<file path="src/rtl/b_lut_opfetch.sv">
// Operand fetch for xc.lut: reads rs1/rs2, then rs3, over a
// two-port register file and holds the three operands for the LUT stage.
module b_lut_opfetch #(
    parameter bit X0_ZERO = 1'b1
) (
    input  logic        clock,
    input  logic        resetn,
    input  logic        flush,
    input  logic        req_valid,
    output logic        req_ready,
    input  logic [4:0]  req_rs1,
    input  logic [4:0]  req_rs2,
    input  logic [4:0]  req_rs3,
    input  logic [4:0]  req_rd,
    output logic [4:0]  rf_ra_addr,
    output logic [4:0]  rf_rb_addr,
    input  logic [31:0] rf_ra_data,
    input  logic [31:0] rf_rb_data,
    output logic [31:0] lut_crs1,
    output logic [31:0] lut_crs2,
    output logic [31:0] lut_crs3,
    output logic [4:0]  lut_rd,
    output logic        lut_valid,
    input  logic        lut_ready
);

    typedef enum logic [1:0] {
        IDLE   = 2'd0,
        FETCH2 = 2'd1,
        HOLD   = 2'd2
    } state_e;

    state_e      state_q, state_d;
    logic        accept;
    logic [31:0] crs1_q, crs2_q, crs3_q;
    logic [4:0]  rs3_q, rd_q;

    // Register x0 reads as zero when X0_ZERO is set.
    function automatic logic [31:0] op_sel(input logic [4:0] a,
                                           input logic [31:0] d);
        return (X0_ZERO && a == 5'd0) ? 32'h0 : d;
    endfunction

    // State register.
    always_ff @(posedge clock or negedge resetn) begin
        if (!resetn) state_q <= IDLE;
        else         state_q <= state_d;
    end

    // Next-state logic; flush wins over everything.
    always_comb begin
        state_d = state_q;
        if (flush) begin
            state_d = IDLE;
        end else begin
            unique case (state_q)
                IDLE:    if (accept) state_d = FETCH2;
                FETCH2:  state_d = HOLD;
                HOLD:    if (lut_ready) state_d = accept ? FETCH2 : IDLE;
                default: state_d = IDLE;
            endcase
        end
    end

    // Handshake outputs.
    always_comb begin
        req_ready = 1'b0;
        lut_valid = 1'b0;
        unique case (state_q)
            IDLE:    req_ready = !flush;
            HOLD:    begin
                req_ready = lut_ready && !flush;
                lut_valid = 1'b1;
            end
            default: req_ready = 1'b0;
        endcase
    end

    assign accept = req_valid && req_ready;

    // Register-file read addresses: rs1/rs2 on accept, rs3 in FETCH2.
    always_comb begin
        rf_ra_addr = 5'd0;
        rf_rb_addr = 5'd0;
        if (accept) begin
            rf_ra_addr = req_rs1;
            rf_rb_addr = req_rs2;
        end else if (state_q == FETCH2) begin
            rf_ra_addr = rs3_q;
        end
    end

    // Operand and destination registers.
    always_ff @(posedge clock or negedge resetn) begin
        if (!resetn) begin
            crs1_q <= 32'h0;
            crs2_q <= 32'h0;
            crs3_q <= 32'h0;
            rs3_q  <= 5'd0;
            rd_q   <= 5'd0;
        end else if (accept) begin
            crs1_q <= op_sel(req_rs1, rf_ra_data);
            crs2_q <= op_sel(req_rs2, rf_rb_data);
            rs3_q  <= req_rs3;
            rd_q   <= req_rd;
        end else if (state_q == FETCH2) begin
            crs3_q <= op_sel(rs3_q, rf_ra_data);
        end
    end

    assign lut_crs1 = crs1_q;
    assign lut_crs2 = crs2_q;
    assign lut_crs3 = crs3_q;
    assign lut_rd   = rd_q;

endmodule

</file>
<file path="config.mk">
export PLATFORM = sky130hd
export DESIGN_NAME = b_lut_opfetch
export DESIGN_NICKNAME = d
export VERILOG_FILES = /design/src/rtl/b_lut_opfetch.sv
export SDC_FILE = /design/constraint.sdc
export NUM_CORES = 1
export LEC_CHECK = 0
export BUFFER_PORTS_ARGS = -buffer_cell sky130_fd_sc_hd__buf_2
export CAP_MARGIN = 20
export CELL_PAD_IN_SITES_DETAIL_PLACEMENT = 0
export CELL_PAD_IN_SITES_GLOBAL_PLACEMENT = 1
export CORE_MARGIN = 2
export CORE_UTILIZATION = 37
export DETAILED_ROUTE_END_ITERATION = 12
export PLACE_DENSITY = 0.89
export SYNTH_ARGS = -nofsm -noshare
export SYNTH_HDL_FRONTEND = slang
export SYNTH_SLANG_ARGS = --single-unit
</file>
<file path="constraint.sdc">
create_clock -name clock -period 2.1 [get_ports clock]
set_input_delay 0.63 -clock clock [delete_from_list [all_inputs] [get_ports clock]]
set_output_delay 0.63 -clock clock [all_outputs]
set_load 0.01 [all_outputs]
</file>
==> run metrics, run 1 <==
sequential-to-total area share from yosys stat 53.2%; cell type with the largest total area after synthesis sky130_fd_sc_hd__dfrtp_1; Final Setup Violations 11; hold violation total from the final report 0; Sum Neg Setup Slack -947 ps; clock-pin slew on the worst setup and hold paths 70 ps; count of input and output buffers 201; Horiz. Die Dim 121 um; mean instance size in the synthesized netlist 10.8 um2; number of iterations in the first detailed-routing pass 4; most common cell in the netlist sky130_fd_sc_hd__nand2_1; count of placed standard cells including taps 823; max-slew violations 0; Max clock buf depth 2; async set or reset register ratio after synthesis 100%; fin nets 752; CP max FO 6; combinational family with the most area after synthesis compound AO/OA/AOI/OAI gates; number of standard cells after synthesis 471; cell area after synthesis 5080 um2; number of global-route vias before repair 4191; leakage dissipation 3.31 nW; highest achievable clock rate 453 MHz; total of max-cap violations 0; Post-route DRC 0; violations in the final reports setup timing; number of synthesis warnings 0; post-layout utilization of the core 49.5%; power share of the sequential group 46.2%; routed wirelength normalized by instance count 16.1 um; worst slew margin relative to its limit 55.1%; signed area change from the synthesized netlist to the final layout 30.1%; post-detailed-route via-to-cell ratio 4.98; overall die area 14700 um2; Switching Fraction 31.5%; clock period minus final worst setup slack 2210 ps; non-filler instance count after layout 844; post-synth top area share 53.2%; Placeable Area 13300 um2; wirelength, routed 13.6 mm; aggregate global routing overflow 0; maximum number of pins on one net before global-route repair 109; data arrival time of the worst path 1580 ps; sort of element at the end of the critical path primary output; via count 4206; largest clock skew in the final design 5.27 ps; CTS root buf sky130_fd_sc_hd__clkbuf_16; EDFF count, synth 0; initial core utilization 38.1%; multiplexer area fraction after synthesis 2.22%; XOR/XNOR share of the synthesized area 0%; cell row count 42; critical path data required time 1470 ps; synthesized-area fraction occupied by ao, oa, aoi and oai cells 22.4%; clock latency of the later-clocked register in the worst-skew pair 340 ps; share of the clock period used by the worst path after layout 105%; Hold-fix buffers, CTS 0; number of nets with antenna violations after routing 0; total internal power 3.98 mW; TritonCTS clock tree done; number of antenna violations at the first check in global routing 0; n_diodes 0; count of distinct cell types in the synthesized netlist 25; P_sw 1.83 mW; IO Count 202; slew at the pin closest to its max-slew limit 673 ps; H-tree depth 3; vertical extent of the die 121 um; fraction of the mapped netlist area in adder cells 0%; result of the run finished, violations left; HPWL after detailed placement 9.15 mm; kind of path behind the tightest hold check input pin to async pin; gr usage total 18.3%; global-route wire length before repair 21.4 mm; crit path launch type flip-flop; Synth Register Bits 108; cell types with the largest area share after synthesis sky130_fd_sc_hd__dfrtp_1 (53%), sky130_fd_sc_hd__o32ai_2 (16%), sky130_fd_sc_hd__nand2_1 (9.5%); number of clock sinks seen by CTS 108; Crit Path Class flip-flop to primary output; total power density per cell area 879 nW/um2; synth cell count leaders sky130_fd_sc_hd__nand2_1 (128), sky130_fd_sc_hd__dfrtp_1 (108), sky130_fd_sc_hd__inv_1 (65); routability cong. 0.735; Synth Area in Simple Gates 12.4%; number of buffers inserted during clock tree synthesis 9; RSZ-0062 raised after global routing yes; syn nets 560; count of filler cells inserted in the layout 1252; final critical-path setup slack -110 ps; DR iter-0 viols 233; largest voltage drop on the vdd net 0.000508 V; Post-synth top flop sky130_fd_sc_hd__dfrtp_1; portion of total power attributed to the clock network 27.7%; ratio of cells with drive above 1 in the final layout 46.1%; combinational share of power 26.0%
-- worst paths after layout --
check                                        startpoint                  endpoint  slack (ps)  cells after the start
worst max register to register   state_q[1]$_DFFE_PN0P_     lut_rd[2]$_DFFE_PN0P_         240                      6
worst min register to register  lut_crs3[2]$_DFFE_PN0P_   lut_crs3[2]$_DFFE_PN0P_         470                      2
worst max-delay path             state_q[1]$_DFFE_PN0P_             rf_rb_addr[0]        -110                      5
min in group clock              lut_crs3[2]$_DFFE_PN0P_   lut_crs3[2]$_DFFE_PN0P_         470                      2
worst min-delay path                             resetn  lut_crs3[20]$_DFFE_PN0P_         310                      2
max in group asynchronous                        resetn  lut_crs3[29]$_DFFE_PN0P_        1280                      2
-- cell type report --
class	count	area [um2]	share of cell area (%)
Clock buffer	11	243	3.67
Clock inverter	5	37.5	0.568
Inverter	65	244	3.69
Multi-Input combinational cell	258	1900	28.7
Sequential cell	108	2700	40.9
Tap cell	176	220	3.33
Timing Repair Buffer	221	1260	19.1
-- timing repair --
action / 4_1_cts / 5_1_grt
endpoints found under the setup margin: 10 / 11
pin swaps: 9 / 4
buffers inserted: 4 / 2
gates resized for setup: 6 / 8
-- metal layers --
layer  routed length (um)  up-vias  GRT usage [%]
li1                     -     1960              -
met1                 5970     2081           24.4
met2                 6600      156           30.2
met3                  902        9           4.04
met4                  132        0           5.17
met5                    0        -              0
-- logic make-up (layout without fill, tap and decap cells) --
group                  after synthesis  in the layout
AO/OA/AOI/OAI                      102            102
buffers and inverters              105            302
flip-flops                         108            108
multiplexers                        10             10
AND/OR/NAND/NOR                    146            146
-- power groups by stage --
stage               combinational, mW  clock, mW  sequential [mW]
CTS                              1.53       1.66             2.69
global placement                 1.48          0             2.71
floorplan                       0.638          0             2.89
finish                           1.51       1.61             2.68
detailed placement               1.51          0             2.72
global route                     1.66       1.74             2.74
-- critical path, cell delays in order (launching register included) --
cell	delay, ps
sky130_fd_sc_hd__dfrtp_1	390
sky130_fd_sc_hd__nor2b_4	140
sky130_fd_sc_hd__nor4b_4	230
sky130_fd_sc_hd__buf_4	210
sky130_fd_sc_hd__and2_4	160
sky130_fd_sc_hd__buf_6	90
-- flip-flops by register name, summed over array words and instances (netlist names) --
register and cells:
lut_crs1 32, lut_crs2 32, lut_crs3 32, lut_rd 5, rs3_q 5, state_q 2
-- placed cells by master (no fill, tap or decap), types with 7 or more instances in the layout --
| master | n |
|---|---|
| sky130_fd_sc_hd__buf_4 | 14 |
| sky130_fd_sc_hd__dfrtp_1 | 107 |
| sky130_fd_sc_hd__inv_1 | 64 |
| sky130_fd_sc_hd__mux2_2 | 10 |
| sky130_fd_sc_hd__o21ai_0 | 30 |
| sky130_fd_sc_hd__buf_6 | 7 |
| sky130_fd_sc_hd__clkbuf_16 | 9 |
| sky130_fd_sc_hd__nand2_1 | 128 |
| sky130_fd_sc_hd__o32ai_1 | 15 |
| sky130_fd_sc_hd__o32ai_2 | 49 |
| sky130_fd_sc_hd__buf_2 | 195 |
-- metrics by stage --
step / hold WS, ps / instance area (um2) / total power [mW] / setup WS (ps)
2_1_floorplan: 334 / 5080 / 3.52 / 92.2
3_3_place_gp: 458 / 6240 / 4.18 / -71.8
3_5_place_dp: 466 / 6240 / 4.24 / -143
4_1_cts: 387 / 6580 / 5.88 / -235
5_1_grt: 404 / 6610 / 6.13 / -177
6_report: 312 / 6610 / 5.81 / -110
No activity file was read; power rests on OpenSTA's default activity.
==> run 2, diff against run 1 <==
CORE_ASPECT_RATIO = 0.8   (was default)
==> run metrics, run 2 (synthesis gave the netlist of run 1 again) <==
number of iterations in the first detailed-routing pass 6 (+2); initial core utilization 37.6% (-0.44 points); largest clock skew in the final design 4.28 ps (-0.987 ps); slew at the pin closest to its max-slew limit 681 ps (+7.84 ps); Placed Area 6290 um2 (+0.84%); Critical path buffers and inverters 3 (+1); Crit Path Class flip-flop to primary output; signed area change from the synthesized netlist to the final layout 32.0%; clock period minus final worst setup slack 2270 ps (+55.8 ps); vertical extent of the die 109 um (-10%); hold violation total from the final report 0 (unchanged); CP max FO 7 (+1); kind of cell with the highest combined delay on the critical path buffers and inverters; via count 4215 (+0.21%); CTS root buf sky130_fd_sc_hd__clkbuf_16; violations in the final reports setup timing; cell row count 38 (-9.5%); fin nets 756 (+0.53%); overall die area 14700 um2 (about the same); CP startpoint state_q[1]$_DFFE_PN0P_; maximum number of pins on one net before global-route repair 65 (-40%); total of max-cap violations 0 (unchanged); Non-Filler Cell Area, Final 6700 um2 (+1.5%); routed wirelength normalized by instance count 16.9 um (+5.1%); aggregate global routing overflow 0 (unchanged); wirelength, routed 14.5 mm (+6.2%); result of the run finished, violations left; gr usage total 19.7% (+1.3 points); clock-pin slew on the worst setup and hold paths 70 ps (about the same); number of clock sinks seen by CTS 108 (unchanged); H-tree depth 3 (unchanged); highest achievable clock rate 441 MHz (-2.5%); leading cell type in the layout, fill and taps excluded sky130_fd_sc_hd__buf_2; kind of path behind the tightest hold check input pin to async pin; clock latency of the later-clocked register in the worst-skew pair 350 ps (about the same); number of global-route vias before repair 4259 (+1.6%); Horiz. Die Dim 135 um (+11%); commonest cells after routing, fill and taps aside sky130_fd_sc_hd__buf_2 (196), sky130_fd_sc_hd__nand2_1 (128), sky130_fd_sc_hd__dfrtp_1 (107); Placeable Area 13500 um2 (+1.2%); data arrival time of the worst path 1640 ps (+60 ps); number of buffers inserted during clock tree synthesis 9 (unchanged); final critical-path setup slack -166 ps (-55.8 ps); beginning of the worst register-to-register path state_q[1]$_DFFE_PN0P_; critical path data required time 1470 ps (about the same); HPWL after detailed placement 9.92 mm (+8.5%); crit-path max cell delay 390 ps (about the same); Design Power 5.95 mW (+2.5%); number of nets with antenna violations after routing 0 (unchanged); worst slew margin relative to its limit 54.6% (-0.52 points); global-route wire length before repair 22.1 mm (+3.5%); cells along the critical path nor2b_4 -> nor4b_4 -> buf_6 -> buf_12 -> a22o_1 -> buf_2; leakage dissipation 3.36 nW (+1.3%); Hold-fix buffers, CTS 0 (unchanged); largest voltage drop on the vdd net 0.000541 V (+6.5%); Max clock buf depth 2 (unchanged); routability cong. 0.809 (+10%); post-detailed-route via-to-cell ratio 4.94 (-0.84%); ratio of cells with drive above 1 in the final layout 46.4% (+0.32 points); Post-route DRC 0 (unchanged); critical path depth 6 (+1); total power density per cell area 887 nW/um2 (+1.0%); number of antenna violations at the first check in global routing 1 (+1); TritonCTS clock tree done; count of input and output buffers 201 (unchanged); IO Count 202 (unchanged); max-slew violations 0 (unchanged); worst-path cell with the longest stage delay sky130_fd_sc_hd__dfrtp_1; sort of element at the end of the critical path primary output; RSZ-0062 raised after global routing yes; share of the clock period used by the worst path after layout 108% (+2.7 points); cell depth of the worst flop-to-flop path 8 (+2); crit path launch type flip-flop; Final Setup Violations 11 (unchanged); DR iter-0 viols 215 (-7.7%)
run 2: worst paths after layout:
| path | slack [ps] | end |
|---|---|---|
| setup / recovery | -170 | rf_ra_addr[3] |
| max in group asynchronous | 1490 | state_q[0]$_DFFE_PN0P_ |
| hold reg to reg | 480 | lut_crs3[9]$_DFFE_PN0P_ |
| setup reg to reg | 110 | lut_rd[4]$_DFFE_PN0P_ |
| min in group clock | 480 | lut_crs3[9]$_DFFE_PN0P_ |
| hold / removal | 80 | lut_crs3[17]$_DFFE_PN0P_ |
run 2: layout make-up:
cell class | count | area [um2]
multi-input cells | 258 | 1900
fillers | 1260 | 6800
inverters | 65 | 244
flip-flops and latches | 108 | 2700
well taps | 180 | 225
clock buffers | 9 | 225
repair buffers | 225 | 1330
clock inverters | 7 | 77.6
diodes | 1 | 2.50
run 2: repair_timing:
action	4_1_cts	5_1_grt
setup endpoints to repair	11	12
pin swaps	3	2
buffers inserted	5	0
gates cloned	1	0
gates resized for setup	12	1
run 2: power breakdown:
group | switching, mW | total [mW] | internal [mW]
logic | 0.846 | 1.53 | 0.680
registers | 0.230 | 2.70 | 2.47
clock network | 0.791 | 1.72 | 0.931
total | 1.87 | 5.95 | 4.08
run 2: per-stage QoR:
| step | cells | TNS (ps) | util [%] | worst slack, ps | hold WS, ps |
|---|---|---|---|---|---|
| finish | 853 | -1500 | 49.6 | -166 | 78.1 |
| global route | 853 | -2520 | 49.6 | -261 | 54.9 |
| CTS | 852 | -1670 | 49.6 | -181 | 62.1 |
| detailed placement | 830 | -583 | 46.6 | -70.6 | 448 |
| global placement | 830 | -649 | 46.6 | -75.8 | 448 |
| floorplan | 471 | 0 | - | 92.2 | 334 |
run 2: routing by layer:
layer | track usage, % | vias to the layer above | wire, um
li1 | - | 1977 | -
met1 | 25.0 | 2073 | 6220
met2 | 32.6 | 152 | 7030
met3 | 5.63 | 13 | 1010
met4 | 6.40 | 0 | 197
met5 | 0 | - | 0
